$ cat src/rtl/lcd1602_pkg.sv
// -----------------------------------------------------------------------------
// lcd1602_pkg
// Shared types and constants for the HD44780-class 16x2 LCD controller:
//   - lcd_state_t : sequencer states (ctrl and strobe engine share the enum)
//   - LCD_CMD_*   : init command bytes and DDRAM addressing constants
//   - is_long_cmd : commands that need the long execution wait
//   - init_cmd    : init command ROM lookup
//   - max_int     : helper used to size the shared cycle counters
// -----------------------------------------------------------------------------
package lcd1602_pkg;

  typedef enum logic [2:0] {
    ST_PWRUP,
    ST_INIT,
    ST_IDLE,
    ST_SETUP,
    ST_PULSE,
    ST_HOLD,
    ST_WAIT
  } lcd_state_t;

  localparam logic [7:0] LCD_CMD_FUNCSET = 8'h38;  // 8-bit bus, 2 lines, 5x8 font
  localparam logic [7:0] LCD_CMD_DISPON  = 8'h0C;  // display on, cursor off
  localparam logic [7:0] LCD_CMD_ENTRY   = 8'h06;  // increment, no shift
  localparam logic [7:0] LCD_CMD_CLEAR   = 8'h01;
  localparam logic [7:0] LCD_CMD_HOME    = 8'h02;
  localparam logic [7:0] LCD_CMD_DDRAM   = 8'h80;
  localparam logic [7:0] LCD_ROW1_OFS    = 8'h40;

  // Clear (0x01) and return-home (0x02/0x03) take ~1.5 ms on the panel.
  function automatic logic is_long_cmd(input logic [7:0] cmd);
    return (cmd[7:2] == 6'd0) && (cmd[1:0] != 2'd0);
  endfunction

  function automatic logic [7:0] init_cmd(input logic [1:0] idx);
    case (idx)
      2'd0:    return LCD_CMD_FUNCSET;
      2'd1:    return LCD_CMD_DISPON;
      2'd2:    return LCD_CMD_ENTRY;
      default: return LCD_CMD_CLEAR;
    endcase
  endfunction

  function automatic int max_int(input int a, input int b);
    return (a > b) ? a : b;
  endfunction

endpackage

$ cat src/rtl/lcd1602_if.sv
// -----------------------------------------------------------------------------
// lcd1602_if
// Upstream write-request channel (valid/ready) into the LCD controller.
//   req_valid : request present          (master -> slave)
//   req_ready : controller can accept    (slave  -> master)
//   req_rs    : 1 = character, 0 = command
//   req_data  : command byte or ASCII character
// -----------------------------------------------------------------------------
interface lcd1602_if;
  logic       req_valid;
  logic       req_ready;
  logic       req_rs;
  logic [7:0] req_data;

  modport master (output req_valid, output req_rs, output req_data, input req_ready);
  modport slave  (input req_valid, input req_rs, input req_data, output req_ready);
endinterface

$ cat src/rtl/lcd1602_strobe.sv
// -----------------------------------------------------------------------------
// lcd1602_strobe
// Bus-cycle engine for one LCD write: latches byte+rs on i_start, then runs
// SETUP -> PULSE (E high) -> HOLD -> WAIT (execution time) and returns to idle.
// Ports:
//   clk, rst      : clock, asynchronous active-high reset
//   i_start       : one-cycle start pulse (accepted only when idle)
//   i_rs, i_data  : register select and byte to write
//   i_wait_cyc    : execution wait length, sampled at the end of HOLD
//   o_lcd_rs/en/dat : registered LCD pins
//   o_hold_end    : high in the last HOLD cycle
//   o_done        : high in the last WAIT cycle
// -----------------------------------------------------------------------------
module lcd1602_strobe
  import lcd1602_pkg::*;
#(
  parameter int SETUP_CYC = 4,
  parameter int PULSE_CYC = 16,
  parameter int HOLD_CYC  = 4,
  parameter int CW        = 8
) (
  input  logic          clk,
  input  logic          rst,
  input  logic          i_start,
  input  logic          i_rs,
  input  logic [7:0]    i_data,
  input  logic [CW-1:0] i_wait_cyc,
  output logic          o_lcd_rs,
  output logic          o_lcd_en,
  output logic [7:0]    o_lcd_dat,
  output logic          o_hold_end,
  output logic          o_done
);

  lcd_state_t    r_state, w_state_next;
  logic [CW-1:0] r_cnt, w_cnt_next;
  logic          r_en, w_en_next;
  logic          r_rs;
  logic [7:0]    r_dat;
  logic          w_load;

  always_ff @(posedge clk or posedge rst) begin
    if (rst) begin
      r_state <= ST_IDLE;
      r_cnt   <= '0;
      r_en    <= 1'b0;
      r_rs    <= 1'b0;
      r_dat   <= 8'h00;
    end else begin
      r_state <= w_state_next;
      r_cnt   <= w_cnt_next;
      r_en    <= w_en_next;
      if (w_load) begin
        r_rs  <= i_rs;
        r_dat <= i_data;
      end
    end
  end

  // Each phase loads r_cnt with (length-1) on entry and leaves when it hits 0,
  // so a phase of N lasts exactly N cycles.
  always_comb begin
    w_state_next = r_state;
    w_cnt_next   = r_cnt;
    w_en_next    = r_en;
    w_load       = 1'b0;
    case (r_state)
      ST_SETUP: begin
        if (r_cnt == '0) begin
          w_state_next = ST_PULSE;
          w_cnt_next   = CW'(PULSE_CYC - 1);
          w_en_next    = 1'b1;
        end else begin
          w_cnt_next = r_cnt - CW'(1);
        end
      end
      ST_PULSE: begin
        if (r_cnt == '0) begin
          w_state_next = ST_HOLD;
          w_cnt_next   = CW'(HOLD_CYC - 1);
          w_en_next    = 1'b0;
        end else begin
          w_cnt_next = r_cnt - CW'(1);
        end
      end
      ST_HOLD: begin
        if (r_cnt == '0) begin
          w_state_next = ST_WAIT;
          w_cnt_next   = i_wait_cyc - CW'(1);
        end else begin
          w_cnt_next = r_cnt - CW'(1);
        end
      end
      ST_WAIT: begin
        if (r_cnt == '0) begin
          w_state_next = ST_IDLE;
        end else begin
          w_cnt_next = r_cnt - CW'(1);
        end
      end
      default: begin
        // Idle: rs/dat only ever change here, on the edge that enters SETUP.
        if (i_start) begin
          w_state_next = ST_SETUP;
          w_cnt_next   = CW'(SETUP_CYC - 1);
          w_load       = 1'b1;
        end
      end
    endcase
  end

  assign o_lcd_rs   = r_rs;
  assign o_lcd_en   = r_en;
  assign o_lcd_dat  = r_dat;
  assign o_hold_end = (r_state == ST_HOLD) && (r_cnt == '0);
  assign o_done     = (r_state == ST_WAIT) && (r_cnt == '0);

endmodule

$ cat src/rtl/lcd1602_ctrl.sv
// -----------------------------------------------------------------------------
// lcd1602_ctrl
// Top-level 16x2 LCD sequencer: power-up delay, fixed init command sequence,
// then single command/character writes from upstream with cursor tracking and
// automatic DDRAM re-addressing when a character write wraps past column 15.
// Ports:
//   clk, rst     : clock, asynchronous active-high reset
//   req          : upstream valid/ready write channel (slave side)
//   lcd_rs/rw/en/dat : LCD pins (rw tied low)
//   init_done    : sticky, set once the init sequence has finished
//   cursor_row/col : tracked cursor position
// -----------------------------------------------------------------------------
module lcd1602_ctrl
  import lcd1602_pkg::*;
#(
  parameter int SETUP_CYC    = 4,
  parameter int PULSE_CYC    = 16,
  parameter int HOLD_CYC     = 4,
  parameter int CMD_WAIT_CYC = 2500,
  parameter int CLR_WAIT_CYC = 100000,
  parameter int PWRUP_CYC    = 2000000
) (
  input  logic       clk,
  input  logic       rst,
  lcd1602_if.slave   req,
  output logic       lcd_rs,
  output logic       lcd_rw,
  output logic       lcd_en,
  output logic [7:0] lcd_dat,
  output logic       init_done,
  output logic       cursor_row,
  output logic [3:0] cursor_col
);

  localparam int MAX_CYC = max_int(max_int(max_int(SETUP_CYC, PULSE_CYC), max_int(HOLD_CYC, CMD_WAIT_CYC)),
                                   max_int(CLR_WAIT_CYC, PWRUP_CYC));
  localparam int CW = $clog2(MAX_CYC) + 1;

  // ST_WAIT here means "a bus cycle is in flight in the strobe engine".
  lcd_state_t    r_state, w_state_next;
  logic [CW-1:0] r_pwr_cnt;
  logic [1:0]    r_init_idx;
  logic          r_init_done;
  logic          r_start;
  logic          r_rs;
  logic [7:0]    r_byte;
  logic          r_row;
  logic [3:0]    r_col;
  logic          r_wrap_pend;

  logic          w_issue, w_issue_rs;
  logic [7:0]    w_issue_byte;
  logic          w_init_step, w_init_last;
  logic          w_hold_end, w_done;
  logic [CW-1:0] w_wait_cyc;

  assign w_wait_cyc = (!r_rs && is_long_cmd(r_byte)) ? CW'(CLR_WAIT_CYC) : CW'(CMD_WAIT_CYC);

  always_ff @(posedge clk or posedge rst) begin
    if (rst) r_state <= ST_PWRUP;
    else     r_state <= w_state_next;
  end

  always_comb begin
    w_state_next = r_state;
    w_issue      = 1'b0;
    w_issue_rs   = 1'b0;
    w_issue_byte = 8'h00;
    w_init_step  = 1'b0;
    w_init_last  = 1'b0;
    case (r_state)
      ST_PWRUP: begin
        if (r_pwr_cnt == CW'(PWRUP_CYC - 1)) w_state_next = ST_INIT;
      end
      ST_INIT: begin
        w_issue      = 1'b1;
        w_issue_byte = init_cmd(r_init_idx);
        w_state_next = ST_WAIT;
      end
      ST_IDLE: begin
        if (req.req_valid && r_init_done) begin
          w_issue      = 1'b1;
          w_issue_rs   = req.req_rs;
          w_issue_byte = req.req_data;
          w_state_next = ST_WAIT;
        end
      end
      ST_WAIT: begin
        if (w_done) begin
          if (r_wrap_pend) begin
            // Cursor row was already flipped at the wrapping write's HOLD end.
            w_issue      = 1'b1;
            w_issue_byte = LCD_CMD_DDRAM | (r_row ? LCD_ROW1_OFS : 8'h00);
          end else if (!r_init_done) begin
            if (r_init_idx == 2'd3) begin
              w_init_last  = 1'b1;
              w_state_next = ST_IDLE;
            end else begin
              w_init_step  = 1'b1;
              w_state_next = ST_INIT;
            end
          end else begin
            w_state_next = ST_IDLE;
          end
        end
      end
      default: w_state_next = ST_PWRUP;
    endcase
  end

  always_ff @(posedge clk or posedge rst) begin
    if (rst) begin
      r_pwr_cnt   <= '0;
      r_init_idx  <= 2'd0;
      r_init_done <= 1'b0;
      r_start     <= 1'b0;
      r_rs        <= 1'b0;
      r_byte      <= 8'h00;
      r_row       <= 1'b0;
      r_col       <= 4'd0;
      r_wrap_pend <= 1'b0;
    end else begin
      r_pwr_cnt <= (r_state == ST_PWRUP) ? r_pwr_cnt + CW'(1) : '0;
      r_start   <= w_issue;
      if (w_issue) begin
        r_rs   <= w_issue_rs;
        r_byte <= w_issue_byte;
      end
      if (w_init_step) r_init_idx <= r_init_idx + 2'd1;

      if (w_init_last) begin
        r_init_done <= 1'b1;
        r_row       <= 1'b0;
        r_col       <= 4'd0;
      end else if (w_hold_end) begin
        if (r_rs) begin
          if (r_col == 4'hF) begin
            r_row       <= ~r_row;
            r_col       <= 4'd0;
            r_wrap_pend <= 1'b1;
          end else begin
            r_col <= r_col + 4'd1;
          end
        end else if (is_long_cmd(r_byte)) begin
          r_row <= 1'b0;
          r_col <= 4'd0;
        end else if (r_byte[7]) begin
          r_row <= r_byte[6];
          r_col <= r_byte[3:0];
        end
      end

      if (w_done && r_wrap_pend) r_wrap_pend <= 1'b0;
    end
  end

  lcd1602_strobe #(
    .SETUP_CYC (SETUP_CYC),
    .PULSE_CYC (PULSE_CYC),
    .HOLD_CYC  (HOLD_CYC),
    .CW        (CW)
  ) u_strobe (
    .clk        (clk),
    .rst        (rst),
    .i_start    (r_start),
    .i_rs       (r_rs),
    .i_data     (r_byte),
    .i_wait_cyc (w_wait_cyc),
    .o_lcd_rs   (lcd_rs),
    .o_lcd_en   (lcd_en),
    .o_lcd_dat  (lcd_dat),
    .o_hold_end (w_hold_end),
    .o_done     (w_done)
  );

  assign req.req_ready = (r_state == ST_IDLE) && r_init_done;
  assign lcd_rw        = 1'b0;
  assign init_done     = r_init_done;
  assign cursor_row    = r_row;
  assign cursor_col    = r_col;

endmodule

$ cat src/flat_wrapper.sv
// flat-port wrapper written by rule: the top's interface ports become plain ports
module lcd1602_ctrl_flat import lcd1602_pkg::*;
#(
  parameter int SETUP_CYC    = 4,
  parameter int PULSE_CYC    = 16,
  parameter int HOLD_CYC     = 4,
  parameter int CMD_WAIT_CYC = 2500,
  parameter int CLR_WAIT_CYC = 100000,
  parameter int PWRUP_CYC    = 2000000
)
  (clk, rst, lcd_rs, lcd_rw, lcd_en, lcd_dat, init_done, cursor_row, cursor_col, req_req_valid, req_req_rs, req_req_data, req_req_ready);
  lcd1602_if req_i ();
  input  logic clk;
  input  logic rst;
  output logic lcd_rs;
  output logic lcd_rw;
  output logic lcd_en;
  output logic [7:0] lcd_dat;
  output logic init_done;
  output logic cursor_row;
  output logic [3:0] cursor_col;
  input wire logic [$bits(req_i.req_valid)-1:0] req_req_valid;
  input wire logic [$bits(req_i.req_rs)-1:0] req_req_rs;
  input wire logic [$bits(req_i.req_data)-1:0] req_req_data;
  output wire logic [$bits(req_i.req_ready)-1:0] req_req_ready;
  assign req_i.req_valid = req_req_valid;
  assign req_i.req_rs = req_req_rs;
  assign req_i.req_data = req_req_data;
  assign req_req_ready = req_i.req_ready;
  lcd1602_ctrl #(.SETUP_CYC(SETUP_CYC), .PULSE_CYC(PULSE_CYC), .HOLD_CYC(HOLD_CYC), .CMD_WAIT_CYC(CMD_WAIT_CYC), .CLR_WAIT_CYC(CLR_WAIT_CYC), .PWRUP_CYC(PWRUP_CYC)) u_core (.clk(clk), .rst(rst), .req(req_i), .lcd_rs(lcd_rs), .lcd_rw(lcd_rw), .lcd_en(lcd_en), .lcd_dat(lcd_dat), .init_done(init_done), .cursor_row(cursor_row), .cursor_col(cursor_col));
endmodule
$ cat config.mk
export PLATFORM = sky130hd
export DESIGN_NAME = lcd1602_ctrl_flat
export DESIGN_NICKNAME = d
export VERILOG_FILES = /design/src/rtl/lcd1602_pkg.sv /design/src/rtl/lcd1602_if.sv /design/src/rtl/lcd1602_strobe.sv /design/src/rtl/lcd1602_ctrl.sv /design/src/flat_wrapper.sv
export SDC_FILE = /design/constraint.sdc
export NUM_CORES = 1
export LEC_CHECK = 0
export ABC_CLOCK_PERIOD_IN_PS = 3550
export BUFFER_PORTS_ARGS = -buffer_cell sky130_fd_sc_hd__buf_2
export CORE_ASPECT_RATIO = 2
export CORE_UTILIZATION = 61
export CTS_CLUSTER_DIAMETER = 40
export DETAILED_ROUTE_END_ITERATION = 10
export GPL_TIMING_DRIVEN = 1
export HOLD_SLACK_MARGIN = 0.1
export PLACE_DENSITY = 0.8
export SLEW_MARGIN = 20
export SYNTH_ARGS = -nofsm -noshare
export SYNTH_HDL_FRONTEND = slang
export SYNTH_SLANG_ARGS = --single-unit
$ cat constraint.sdc
create_clock -name clk -period 3.55 [get_ports clk]
set_input_delay 0.1775 -clock clk [delete_from_list [all_inputs] [get_ports clk]]
set_output_delay 0.1775 -clock clk [all_outputs]
set_load 0.03 [all_outputs]
==> impl_metrics.py <==
metrics = {
    "critical_path": {
        "r2r-end": "u_core.u_strobe.r_cnt[5]",
        "slowest_stage": "o22ai_2",
        "critPathMaxStageDelay_ns": 0.64,
        "critPathKind": "register to register",
        "cp_max_fo": 15,
        "arrival_ns": 3.01,
        "cp-end-kind": "register",
        "path_cells": "inv_1 > ha_1 > nor4b_1 > nand2_1 > o22ai_2 > o21ai_0 > a22o_1",
        "crit_required_ns": 3.77,
        "critPathLaunchType": "register",
        "r2r_cells": 7,
        "r2r_slack_ns": 0.76,
        "timing.rr.start": "u_core.u_strobe.r_cnt[0]",
    },
    "power": {
        "switching_share": 0.198,
        "p_seq_frac": 0.473,
        "comb_power_share": 0.016,
        "cell_internal_pwr_mw": 1.53,
        "p_leak_nw": 2.39,
        "p_per_area_nw_per_um2": 380,
        "power_switching_mw": 0.376,
        "power_mw": 1.90,
        "ir_drop_mv": 0.345,
        "pwr-share-clk": 0.511,
    },
    "synth": {
        "synth_area_per_cell_um2": 9.22,
        "syn_area_um2": 4440,
        "synthTopCellsByArea": "dfrtp_1 (44%), nor2_1 (4.5%), nand2_1 (3.5%)",
        "syn_nets": 502,
        "synth-main-ff-cell": "dfrtp_1",
        "synth_seq_area_share": 0.445,
        "synth_edf_count": 0,
        "synth_seq_cells": 79,
        "synth_area_leader_cell": "dfrtp_1",
        "synth_cell_types": 68,
        "synthCells": 482,
        "async_reset_ff_frac": 1.00,
        "synth_top_area_frac": 0.439,
        "yosysWarningCount": 0,
    },
    "clocking": {
        "cts_buffer_depth": 2,
        "clock-sinks": 79,
        "numCtsBuffers": 9,
        "tritoncts": "yes",
        "cts-resized-gates": 0,
        "ctsHtreeMaxLevel": 3,
        "root_buffer": "clkbuf_16",
        "clk_pin_slew_ns": 0.06,
        "insertion_delay_ns": 0.34,
    },
    "final_layout": {
        "final_area_um2": 5010,
        "layout-drive-gt1-share": 0.136,
        "fin_util": 0.716,
        "final_cells": 604,
        "diodes": 0,
        "area_growth_pct": 12.7,
        "layout.nets": 529,
    },
    "global_routing": {
        "grt_pass1_vias": 3979,
        "antenna_found_initial": 0,
        "grt_pass1_wl_um": 18400,
        "grt_usage": 0.309,
        "grt_max_degree": 80,
        "gr-total-overflow": 0,
    },
    "drt": {
        "routedWlPerCell_um": 18.3,
        "vias": 3948,
        "remaining_drc_errors": 0,
        "viasPerCell": 6.54,
        "ant_nets": 0,
        "drt_iter0_drc": 375,
        "drt-total-wl_um": 11100,
        "firstDrtPassIters": 7,
    },
    "run_status": {
        "status": "finished clean",
    },
    "timing": {
        "tns_ns": 0,
        "holdWs_ns": 0.124,
        "worst_slew_pin_slew_ns": 0.987,
        "fmax_ghz": 0.359,
        "fin_skew_ns": 0.00688,
        "hold_viol_final": 0,
        "fin_crit_sh": 0.785,
        "finalWorstSetupSlack_ns": 0.762,
        "setup_viol": 0,
        "rsz0062_at_grt": "false",
        "relSlewSlack": 0.341,
        "final-max-slew-violation-count": 0,
        "period_minus_slack_ns": 2.79,
    },
    "floorplanning": {
        "dieArea_um2": 7650,
        "die_x_um": 62.3,
        "die_h_um": 123,
        "io_pins": 30,
        "num_rows": 43,
        "core_um2": 6990,
        "initial_core_util": 0.635,
    },
    "hold_path": {
        "hp-class": "input pin to asynchronous set/reset pin",
    },
    "placed_design": {
        "io_buffers": 28,
        "gp_congestion": 0.941,
        "dp.cells": 583,
        "dp_hpwl_um": 7680,
        "dpl_cell_area_um2": 4640,
        "dp_slack_ns": 0.780,
    },
    "job": {
        "cap_violations": 0,
    },
}
cells in the final DEF, fill, tap and decap left out, drive strengths merged, types with 4 or more instances in the layout:
master / netlist / final
a21oi: 15 / 15
dlygate4sd3: 0 / 5
nor2: 53 / 53
or4: 7 / 7
o22a: 4 / 4
a21boi: 4 / 4
mux2i: 4 / 4
a21o: 6 / 6
a22o: 7 / 7
nand2: 42 / 42
nor2b: 4 / 4
buf: 4 / 33
mux2: 8 / 8
nor3b: 4 / 4
a31oi: 7 / 7
nand3: 21 / 21
and3: 4 / 4
nand3b: 4 / 4
nor3: 21 / 21
xor2: 8 / 8
nand2b: 5 / 5
or3: 11 / 11
nand4: 12 / 12
nor4: 11 / 11
o21ai: 30 / 30
inv: 19 / 20
o22ai: 4 / 4
dfrtp: 78 / 78
ha: 8 / 8
xnor2: 12 / 12
clkbuf: 18 / 11
worst max-delay path: cells and delay by family (launching register included):
kind	cells	cell delay, ns
DFF	1	0.40
buffers and inverters	1	0.10
adders and majority gates	1	0.22
AOI/OAI and AO/OA	3	1.10
and+or+nand+nor	2	0.84
final cells by class:
| class | count | area, um^2 |
|---|---|---|
| multi-input cells | 362 | 2300 |
| fillers | 534 | 1990 |
| flip-flops and latches | 79 | 1980 |
| clock buffers | 11 | 233 |
| repair buffers | 38 | 228 |
| well taps | 90 | 113 |
| clock inverters | 5 | 81.3 |
| inverters | 19 | 71.3 |
cell usage after synthesis (5+ instances only):
cell,number
clkbuf_1,18
o21ai_0,28
nor2_1,53
mux2_2,7
or4_1,5
inv_1,19
xnor2_1,12
nor3_1,20
nor4_1,8
ha_1,8
dfrtp_1,78
xor2_1,8
a21o_1,6
nand3_1,21
or3_1,11
a21oi_1,15
a22o_1,7
nand2_1,42
nand2b_1,5
nand4_1,12
a31oi_1,7
state kept, by name (all words and copies together), names as in the netlist:
signal	cells
u_core.r_pwr_cnt	22
u_core.u_strobe.r_cnt	22
u_core.r_byte	8
u_core.u_strobe.o_lcd_dat	8
u_core.cursor_col	4
u_core.r_state	3
u_core.u_strobe.r_state	3
u_core.r_init_idx	2
u_core.cursor_row	1
u_core.init_done	1
u_core.r_rs	1
u_core.r_start	1
u_core.r_wrap_pend	1
u_core.u_strobe.o_lcd_en	1
u_core.u_strobe.o_lcd_rs	1
worst max-delay path by stage:
stage                                          from                        to  cells after the start
after floorplan           u_core.u_strobe.r_cnt[16]          u_core.r_byte[6]                      5
after global placement    u_core.u_strobe.r_cnt[16]  u_core.u_strobe.r_cnt[5]                      5
after detailed placement   u_core.u_strobe.r_cnt[0]  u_core.u_strobe.r_cnt[5]                      7
after CTS                  u_core.u_strobe.r_cnt[0]          u_core.r_byte[6]                      7
after global routing       u_core.u_strobe.r_cnt[0]  u_core.u_strobe.r_cnt[5]                      7
final                      u_core.u_strobe.r_cnt[0]  u_core.u_strobe.r_cnt[5]                      7
power groups by stage:
stage	combinational [mW]	clock, mW	sequential (mW)
6_report	0.0295	0.972	0.901
2_1_floorplan	0.0154	0	0.917
3_5_place_dp	0.0258	0	0.917
3_3_place_gp	0.0255	0	0.917
4_1_cts	0.0301	0.986	0.901
5_1_grt	0.0337	1.02	0.900
metal layers:
| metal | vias up | part of all wire | routed length, um | global-route usage |
|---|---|---|---|---|
| met5 | - | 0 | 0 | 0 |
| met4 | 0 | 0.046 | 505 | 0.186 |
| met3 | 49 | 0.040 | 438 | 0.0511 |
| met2 | 150 | 0.55 | 6120 | 0.581 |
| met1 | 1937 | 0.36 | 4000 | 0.317 |
| li1 | 1812 | - | - | - |
kinds of logic after synthesis:
group / after synthesis / synth area share
adders and majority gates: 8 / 0.0225
buffers and inverters: 41 / 0.0369
AOI/OAI and AO/OA: 104 / 0.164
xor gates and xnor gates: 20 / 0.0394
DFF: 79 / 0.445
other: 1 / 0.000844
muxes: 12 / 0.0293
and+or+nand+nor: 217 / 0.262
timing repair:
action                                 in CTS  in global routing
hold buffers                                5                  0
endpoints found under the hold margin       5                  0
buffers inserted                            0                  0
setup endpoints to repair                   0                  0
Note: power is estimated with default switching activity, not from simulation.
